## config.mk

```make
export PLATFORM = sky130hd
export DESIGN_NAME = mem_arbiter
export DESIGN_NICKNAME = d
export VERILOG_FILES = /design/src/rtl/mem_arbiter_pkg.sv /design/src/rtl/mem_arbiter_arb_grant.sv /design/src/rtl/mem_arbiter.sv
export SDC_FILE = /design/constraint.sdc
export NUM_CORES = 1
export LEC_CHECK = 0
export CAP_MARGIN = 15
export CORE_AREA = 2 2 302 304
export DETAILED_ROUTE_END_ITERATION = 10
export DIE_AREA = 0 0 304 306
export SETUP_SLACK_MARGIN = 0.1
export SLEW_MARGIN = 20
export SYNTH_ARGS = -nofsm -noshare
export SYNTH_HDL_FRONTEND = slang
export SYNTH_SLANG_ARGS = --single-unit
```

## constraint.sdc

```tcl
create_clock -name clk -period 2.2 [get_ports clk]
set_clock_uncertainty 0.2 [all_clocks]
set_input_delay 0.44 -clock clk [delete_from_list [all_inputs] [get_ports clk]]
set_output_delay 0.44 -clock clk [all_outputs]
set_load 0.01 [all_outputs]
```

## src/rtl/mem_arbiter_pkg.sv

```systemverilog
// Shared encodings for the cache/memory arbiter: FSM states, grant codes and memory direction.
// Optional feature macro used by this slice: ARB_ROUND_ROBIN_EN.
package mem_arbiter_pkg;

   typedef enum logic [1:0] {
      ARB_IDLE = 2'd0,
      ARB_BUSY = 2'd1,
      ARB_RESP = 2'd2
   } arb_state_e;

   typedef enum logic [1:0] {
      GNT_NONE = 2'd0,
      GNT_IC   = 2'd1,
      GNT_DCR  = 2'd2,
      GNT_DCW  = 2'd3
   } gnt_e;

   localparam logic MEM_RD = 1'b0;
   localparam logic MEM_WR = 1'b1;

endpackage

```

## src/rtl/mem_arbiter_arb_grant.sv

```systemverilog
// Combinational grant selection between Icache read, Dcache read and Dcache write-back.
// ARB_ROUND_ROBIN_EN selects Icache vs Dcache-group round robin; otherwise fixed priority.
module arb_grant
   import mem_arbiter_pkg::*;
(
   input  logic ic_req,
   input  logic dcr_req,
   input  logic dcw_req,
   input  logic last_dc,
   output gnt_e gnt
);

   gnt_e dc_gnt;

   // Write-back always beats the fill inside the Dcache group.
   always_comb begin
      dc_gnt = GNT_NONE;
      if (dcw_req) begin
         dc_gnt = GNT_DCW;
      end else if (dcr_req) begin
         dc_gnt = GNT_DCR;
      end
   end

`ifdef ARB_ROUND_ROBIN_EN
   always_comb begin
      gnt = dc_gnt;
      if (ic_req && ((dc_gnt == GNT_NONE) || last_dc)) begin
         gnt = GNT_IC;
      end
   end
`else
   logic unused_last_dc;
   assign unused_last_dc = last_dc;

   always_comb begin
      gnt = dc_gnt;
      if ((dc_gnt == GNT_NONE) && ic_req) begin
         gnt = GNT_IC;
      end
   end
`endif

endmodule

```

## src/rtl/mem_arbiter.sv

```systemverilog
// Serialises Icache fills, Dcache fills and Dcache write-backs onto one memory port.
// Grant policy follows ARB_ROUND_ROBIN_EN (see arb_grant); default is fixed priority.
module mem_arbiter
   import mem_arbiter_pkg::*;
#(
   parameter int WIDTH = 128,
   parameter int ASIZE = 32
) (
   input  logic             clk,
   input  logic             reset,
   input  logic             ic_read_req,
   input  logic [ASIZE-1:0] ic_read_addr,
   output logic             ic_read_ack,
   output logic [WIDTH-1:0] ic_read_data,
   input  logic             dc_read_req,
   input  logic [ASIZE-1:0] dc_read_addr,
   output logic             dc_read_ack,
   output logic [WIDTH-1:0] dc_read_data,
   input  logic             dc_write_req,
   input  logic [ASIZE-1:0] dc_write_addr,
   input  logic [WIDTH-1:0] dc_write_data,
   output logic             dc_write_ack,
   output logic             mem_enable,
   output logic             mem_rw,
   input  logic             mem_ack,
   output logic [ASIZE-1:0] mem_addr,
   input  logic [WIDTH-1:0] mem_data_in,
   output logic [WIDTH-1:0] mem_data_out,
   output logic [1:0]       dbg_state
);

   arb_state_e state, state_nxt;
   gnt_e       gnt, gnt_q;
   logic       last_dc;
   logic       take_grant;
   logic       mem_done;

   arb_grant u_grant (
      .ic_req  (ic_read_req),
      .dcr_req (dc_read_req),
      .dcw_req (dc_write_req),
      .last_dc (last_dc),
      .gnt     (gnt)
   );

   assign take_grant = (state == ARB_IDLE) && (gnt != GNT_NONE);
   assign mem_done   = (state == ARB_BUSY) && mem_ack;
   assign mem_enable = (state == ARB_BUSY);
   assign dbg_state  = state;

   always_ff @(posedge clk) begin
      if (reset) begin
         state <= ARB_IDLE;
      end else begin
         state <= state_nxt;
      end
   end

   always_comb begin
      state_nxt = state;
      case (state)
         ARB_IDLE: if (gnt != GNT_NONE) state_nxt = ARB_BUSY;
         ARB_BUSY: if (mem_ack) state_nxt = ARB_RESP;
         ARB_RESP: state_nxt = ARB_IDLE;
         default:  state_nxt = ARB_IDLE;
      endcase
   end

   // Request latch. A write-back does not use up the Dcache turn, so its
   // follow-on fill still goes ahead of a waiting Icache request.
   always_ff @(posedge clk) begin
      if (reset) begin
         gnt_q        <= GNT_NONE;
         last_dc      <= 1'b0;
         mem_addr     <= '0;
         mem_rw       <= MEM_RD;
         mem_data_out <= '0;
      end else if (take_grant) begin
         gnt_q <= gnt;
         case (gnt)
            GNT_DCW: begin
               mem_addr     <= dc_write_addr;
               mem_rw       <= MEM_WR;
               mem_data_out <= dc_write_data;
            end
            GNT_DCR: begin
               mem_addr <= dc_read_addr;
               mem_rw   <= MEM_RD;
               last_dc  <= 1'b1;
            end
            default: begin
               mem_addr <= ic_read_addr;
               mem_rw   <= MEM_RD;
               last_dc  <= 1'b0;
            end
         endcase
      end
   end

   // Response registers: only the winner's ack and data move.
   always_ff @(posedge clk) begin
      if (reset) begin
         ic_read_ack  <= 1'b0;
         dc_read_ack  <= 1'b0;
         dc_write_ack <= 1'b0;
         ic_read_data <= '0;
         dc_read_data <= '0;
      end else begin
         ic_read_ack  <= 1'b0;
         dc_read_ack  <= 1'b0;
         dc_write_ack <= 1'b0;
         if (mem_done) begin
            case (gnt_q)
               GNT_IC: begin
                  ic_read_ack  <= 1'b1;
                  ic_read_data <= mem_data_in;
               end
               GNT_DCR: begin
                  dc_read_ack  <= 1'b1;
                  dc_read_data <= mem_data_in;
               end
               GNT_DCW: dc_write_ack <= 1'b1;
               default: ;
            endcase
         end
      end
   end

endmodule

```

# Word level (Yosys, flattened, before mapping)
# Index checks and enable logic that the tools add are counted.
# word_totals
ff_bits,424
in_bits,358
# op_classes
reduce_logical,11
bitwise,1
muxes,11
eq_ne,8
# ops
cell,count
$pmux 32 s2,1
$mux 2,5
$eq 2x2->1 const B,4
$reduce_and 2->1,4
$eq 2x1->1 const B,2
$logic_not 2->1,2
$mux 1,4
$ne 2x1->1 const B,2
$pmux 2 s2,1
$logic_and 1x1->1,3
$reduce_bool 2->1,1
$reduce_or 2->1,1
$not 1->1,1

# Longest topological paths before layout
# Gate-level depths: netlist (run 1).
# depth
word_depth,8
ltp_mapped,7
depth_no_buf,3

# By module
# From an unflattened synthesis (run 1), not the netlist that was laid out.
# hier_totals
hier_cells,1743
hier_area_um2,16826.1
# by_module_without_submodules
mod,seq_area_each_um2,cells_per_inst,n_inst,area_each_um2
mem_arbiter,8508.2,1740,1,16808.6
arb_grant,0.0,3,1,17.5

# Least setup slack after synthesis (run 1)
# Ideal clock, no wire load.
# synth_path
path_kind,input port to flip-flop
startpoint,input port reset
endpoint,register mem_data_out[100]
slack_ns,0.495
path_stages,5
n_path_buf,4
t_arrival_ns,1.372
cell_sequence,buf_2 -> buf_2 -> clkbuf_1 -> clkbuf_1 -> a21oi_1
# synth_rtl
element,line_no,source
from (decl),mem_arbiter.sv:10,"input logic reset,"
to (signal assigned),mem_arbiter.sv:84,mem_data_out <= dc_write_data;
to (decl),mem_arbiter.sv:28,"output logic [WIDTH-1:0] mem_data_out,"
# No word-level cell between the ends.

# Worst setup path after layout (run 1)
# layout_path
startpoint,register ic_read_data[0]
endpoint,output port ic_read_data[0]
# layout_rtl
element,line_no,source
from (decl),mem_arbiter.sv:14,"output logic [WIDTH-1:0] ic_read_data,"
from (signal assigned),mem_arbiter.sv:116,ic_read_data <= mem_data_in;
# No word-level cell between the ends.

==> results.sh, run 1 <==
export IMPL_outcome="completed"
export IMPL_clock_sinks=424
export IMPL_die_y_um=306
export IMPL_power_density_nw_per_um2=735
export IMPL_clk_latency_ns=0.58
export IMPL_grt_max_degree=90
export IMPL_cp_slowest_stage_delay_ns=0.44
export IMPL_hp_class="in -> reg"
export IMPL_cts_buffers=52
export IMPL_antenna_found_initial=4
export IMPL_grt_util_all_layers_pct=14.3
export IMPL_routedWlPerCell_um=18.1
export IMPL_slew_headroom_pct=59.9
export IMPL_finalMaxSlewViolations=0
export IMPL_syn_avg_cell_area_sq_um=8.25
export IMPL_finalCritPeriodShare_pct=91.0
export IMPL_clkTransAtPathRegs_ns=0.06
export IMPL_cellLeakagePower_uw=0.0113
export IMPL_crit_path_cell_trace="dlygate4sd2_1"
export IMPL_vias=17000
export IMPL_rsz0062_at_grt="false"
export IMPL_startpoint_type="register"
export IMPL_post_cts_buffers=0
export IMPL_drcViolationCount=0
export IMPL_cts_path_max_buffers=3
export IMPL_holdWs_ns=0.0383
export IMPL_portBuffers=780
export IMPL_initial_core_util_pct=17.8
export IMPL_cp_max_fo=2
export IMPL_vias_per_cell=4.38
export IMPL_dpl_instance_area_sq_um=25600
export IMPL_antenna_left=0
export IMPL_io_pins=781
export IMPL_cpMaxStageDelayCell="dlygate4sd2_1"
export IMPL_overflow=0
export IMPL_final_common_cell="dfxtp_1"
export IMPL_endpoint_kind="output port"
export IMPL_die_x_um=304
export IMPL_ys_types=32
export IMPL_root_buffer="clkbuf_16"
export IMPL_synth_area_sq_um=16000
export IMPL_grt_pass1_vias=16500
export IMPL_criticalPathCategory="reg -> out"
export IMPL_totalWireLength_um=70400
export IMPL_finalInstanceArea_sq_um=26800
export IMPL_worstPathRequired_ns=1.56
export IMPL_layout_drive_gt1_share_pct=7.96
export IMPL_final_util_pct=29.9
export IMPL_cts_tree="yes"
export IMPL_final_cell_mix="421 x dfxtp_1, 419 x dlygate4sd2_1, 387 x a21oi_1"
export IMPL_synth_nets=2294
export IMPL_synth_seq_area_share_pct=53.1
export IMPL_fmax_ghz=0.499
export IMPL_max_slew_worst_pin_slew_ns=0.595
export IMPL_core_sq_um=89600
export IMPL_drt_pass1_iterations=5
export IMPL_grt_pass1_wl_um=104000
export IMPL_num_rows=110
export IMPL_hold_viol=0
export IMPL_ys_warn_count=0
export IMPL_first_iter_violations=1192
export IMPL_drv_cap=0
export IMPL_path_buf_inv=1
export IMPL_crit_family="buffers and inverters"
export IMPL_fin_cells=3893
export IMPL_netlist_instances=1936
export IMPL_dp_cells=3800
export IMPL_areaGrowthSynthToFinish_pct=67.7
export IMPL_ys_seq_elements=424
export IMPL_place_hpwl_um=51700
export IMPL_critPathArrivalTime_ns=1.36
export IMPL_min_period_ns=2.00
export IMPL_final_nets=3037
export IMPL_ir_worst_vdd_mv=0.440
export IMPL_die_area_sq_um=93000
export IMPL_cts_htree_levels=2
export IMPL_final_setup_viol_count=0
export IMPL_gp_congestion=0.854
export IMPL_tns_ns=0
## power breakdown
group          internal [uW]  switching (uW)
combinational           1410            1630
sequential              7980             140
clock                   5050            3490
## repair_timing
item / 4_1_cts / 5_1_grt
resized for setup: 430 / 4
hold buffers: 1 / 0
pin swaps: 0 / 0
hold endpoints to repair: 1 / 0
endpoints found under the setup margin: 422 / 3
## routing by layer
metal  part of all wire (%)  wire (um)  track usage [%]
met5                      0          0                0
met4                    4.1       2910             6.34
met3                    7.3       5160             4.04
met2                     48      33600             24.1
met1                     41      28700             16.9
## metrics by stage
| step | total power, uW | worst slack, ns |
|---|---|---|
| final | 19700 | 0.198 |
| after CTS | 20000 | 0.0549 |
| after global routing | 20500 | 0.111 |
| after global placement | 11600 | -0.0770 |
| after detailed placement | 11600 | -0.131 |
| after floorplan | 9500 | 0.495 |
## sequential cells by signal, summed over array words and instances (netlist names)
signal / flops
dc_read_ack: 1
dc_read_data: 128
mem_addr: 32
ic_read_ack: 1
ic_read_data: 128
gnt_q: 2
mem_data_out: 128
dbg_state: 2
mem_rw: 1
dc_write_ack: 1
## cell usage after synthesis (all sizes together)
cell | count | share of area [%]
dfxtp | 424 | 53
a21oi | 388 | 12
o21ai | 289 | 9.1
nand2 | 288 | 6.8
nand3 | 256 | 8.0
clkbuf | 105 | 2.6
buf | 98 | 3.3
a22o | 32 | 1.8
mux2i | 32 | 2.0
nor2 | 3 | 0.070
nor2b | 3 | 0.12
nor3 | 3 | 0.094
nand2b | 2 | 0.078
a2111oi | 1 | 0.055
a21bo | 1 | 0.063
a311oi | 1 | 0.055
and3 | 1 | 0.039
and3b | 1 | 0.055
inv | 1 | 0.023
nand3b | 1 | 0.13
nor3b | 1 | 0.047
nor4 | 1 | 0.078
o31ai | 1 | 0.047
or2 | 1 | 0.039
or3 | 1 | 0.070
or3b | 1 | 0.055
## cell families (layout without fill, tap and decap cells)
group	after synthesis	in the layout	synth area share (%)
AO/OA/AOI/OAI	713	713	23.2
AND/OR/NAND/NOR	563	563	15.7
flip-flops	424	424	53.1
buffers and inverters	204	982	5.98
multiplexers	32	32	2.00
other	0	3	0
## final timing paths
path	start	to	slack (ns)	cells past startpoint
max	ic_read_data[0]$_SDFFE_PP0P_	ic_read_data[0]	0.20	1
min	reset	gnt_q[1]$_SDFFE_PP0P_	0.04	2
max reg2reg	dbg_state[0]$_SDFFE_PP0P_	dc_read_data[79]$_SDFFE_PP0P_	0.37	6
min reg2reg	mem_data_out[86]$_SDFFE_PP0P_	mem_data_out[86]$_SDFFE_PP0P_	0.25	2
## cell type report
type,count,area [sq um]
diodes,3,7.51
clock buffers,72,1530
clock inverters,17,163
fillers,9743,62800
inverters,1,3.75
multi-input cells,1308,6590
flip-flops and latches,424,8490
well taps,1176,1470
repair buffers,892,8540
No activity file was read; power rests on OpenSTA's default activity.
==> run 2: changes to the inputs <==
--- a/config.mk
+++ b/config.mk
@@ -10,6 +10,7 @@
 export DETAILED_ROUTE_END_ITERATION = 10
 export DIE_AREA = 0 0 304 306
 export SETUP_SLACK_MARGIN = 0.1
+export SKIP_CTS_REPAIR_TIMING = 1
 export SLEW_MARGIN = 20
 export SYNTH_ARGS = -nofsm -noshare
 export SYNTH_HDL_FRONTEND = slang
==> run 2 against run 1 <==
Effect of this change:
- total power is 0.71% higher
- sequential power about the same
- core utilization rose by 1.7 points
- fmax down 0.95%
- global-route usage about the same
- first-iteration DRC count down 3.5%
- largest cell class unchanged
- critical path type unchanged
- highest routed layer unchanged
==> results.sh, run 2 (synthesis gave the netlist of run 1 again) <==
export IMPL_outcome="completed"
export IMPL_routedWlPerCell_um=18.3
export IMPL_first_iter_violations=1150
export IMPL_sequentialPowerShare_pct=40.9
export IMPL_dp_cells=3800
export IMPL_num_rows=110
export IMPL_antenna_left=0
export IMPL_r2r_end="dc_read_data[79]$_SDFFE_PP0P_"
export IMPL_drt_pass1_iterations=5
export IMPL_power_density_nw_per_um2=700
export IMPL_root_buffer="clkbuf_16"
export IMPL_areaGrowthSynthToFinish_pct=77.4
export IMPL_startpoint_type="register"
export IMPL_clock_sinks=424
export IMPL_pwr_share_comb_pct=16.0
export IMPL_totalWireLength_um=71200
export IMPL_final_util_pct=31.6
export IMPL_io_pins=781
export IMPL_vias_per_cell=4.38
export IMPL_drcViolationCount=0
export IMPL_cts_buffers=52
export IMPL_crit_family="flip-flops"
export IMPL_dpl_instance_area_sq_um=25600
export IMPL_overflow=0
export IMPL_rsz0062_at_grt="false"
export IMPL_grt_pass1_wl_um=104000
export IMPL_power_clock_fraction_pct=43.1
export IMPL_drv_cap=0
export IMPL_slew_headroom_pct=59.8
export IMPL_worstPathRequired_ns=1.56
export IMPL_cpMaxStageDelayCell="dfxtp_1"
export IMPL_max_slew_worst_pin_slew_ns=0.596
export IMPL_cp_max_fo=2
export IMPL_worst_slack_ns=0.179
export IMPL_die_x_um=304
export IMPL_antenna_found_initial=4
export IMPL_grt_pass1_vias=16500
export IMPL_finalCritPeriodShare_pct=91.9
export IMPL_regToRegSetupSlack_ns=0.36
export IMPL_final_cell_mix="422 x dfxtp_1, 422 x dlymetal6s2s_1, 387 x a21oi_1"
export IMPL_path_buf_inv=1
export IMPL_grt_max_degree=90
export IMPL_path_depth=1
export IMPL_portBuffers=780
export IMPL_fmax_ghz=0.495
export IMPL_holdCritStartpoint="dc_read_req"
export IMPL_crit_path_cell_trace="clkbuf_2"
export IMPL_fillCellCount=9416
export IMPL_place_hpwl_um=51700
export IMPL_ff2ff_path_depth=6
export IMPL_final_setup_viol_count=0
export IMPL_ir_worst_vdd_mv=0.443
export IMPL_p_int_uw=14600
export IMPL_critPathArrivalTime_ns=1.38
export IMPL_clk_latency_ns=0.58
export IMPL_final_nets=3036
export IMPL_power_share_switching_pct=26.6
export IMPL_cp_slowest_stage_delay_ns=0.54
export IMPL_cts_path_max_buffers=3
export IMPL_finalMaxSlewViolations=0
export IMPL_die_area_sq_um=93000
export IMPL_vias=17000
export IMPL_layout_drive_gt1_share_pct=7.89
export IMPL_holdPathStages=2
export IMPL_core_sq_um=89600
export IMPL_holdPathEnd="gnt_q[0]$_SDFFE_PP0P_"
export IMPL_criticalPathCategory="reg -> out"
export IMPL_power_net_switching_uw=5270
export IMPL_fin_cells=3892
export IMPL_clkTransAtPathRegs_ns=0.06
export IMPL_total_power_uw=19800
export IMPL_hp_class="in -> reg"
export IMPL_min_period_ns=2.02
export IMPL_cts_tree="yes"
export IMPL_initial_core_util_pct=17.8
export IMPL_hold_viol=0
export IMPL_timing_rr_start="dbg_state[0]$_SDFFE_PP0P_"
export IMPL_finalInstanceArea_sq_um=28400
export IMPL_reg_largest_list="dc_read_data (128), ic_read_data (128), mem_data_out (128)"
export IMPL_cellLeakagePower_uw=0.0168
export IMPL_gp_congestion=0.854
export IMPL_die_y_um=306
export IMPL_grt_util_all_layers_pct=14.3
export IMPL_cts_htree_levels=2
export IMPL_endpoint_kind="output port"
export IMPL_dp_slack_ns=-0.131
## run 2: changes by cell type in the layout (fill, tap and decap cells not counted), sizes merged
| cell | delta |
|---|---|
| dlymetal6s2s | +421 |
| dlygate4sd2 | -419 |
| clkdlybuf4s15 | -2 |
| dlygate4sd3 | -1 |
## run 2: metal layers
layer	routed length (um)	vias up	global-route usage (%)
met5	0	-	0
met4	2930	0	6.41
met3	5260	146	4.04
met2	34200	638	23.9
met1	28900	8011	17.0
li1	-	8243	-
## run 2: area by class of cell
type	count	area, sq um	share of cell area [%]
Clock buffer	72	1530	5.39
Inverter	1	3.75	0.0132
Sequential cell	424	8490	30.0
Timing Repair Buffer	891	10100	35.6
Multi-Input combinational cell	1308	6590	23.2
Antenna cell	3	7.51	0.0265
Clock inverter	17	163	0.574
Tap cell	1176	1470	5.19
## run 2: how the worst max path moves through the flow
stage / startpoint / to / slack, ns
after floorplan: reset / mem_data_out[100]$_SDFFE_PP0P_ / 0.50
after global placement: mem_ack / dc_read_data[89]$_SDFFE_PP0P_ / -0.08
after detailed placement: mem_ack / dc_read_data[79]$_SDFFE_PP0P_ / -0.13
after CTS: dbg_state[1]$_SDFFE_PP0P_ / mem_enable / -0.40
after global routing: dc_read_data[127]$_SDFFE_PP0P_ / dc_read_data[127] / 0.10
final: dc_read_data[127]$_SDFFE_PP0P_ / dc_read_data[127] / 0.18
## run 2: per-stage QoR
step / hold WS (ns) / setup TNS (ns)
after floorplan: 0.281 / 0
final: 0.0253 / 0
after global placement: 0.241 / -3.30
after global routing: 0.00594 / 0
after CTS: -0.0152 / -3.13
after detailed placement: 0.245 / -6.84
## run 2: power groups by stage
stage	registers (uW)	clock network, uW	logic, uW
2_1_floorplan	8420	0	1080
3_3_place_gp	8290	0	3270
3_5_place_dp	8300	0	3260
4_1_cts	8130	8820	3280
5_1_grt	8150	9110	3410
6_report	8120	8550	3180
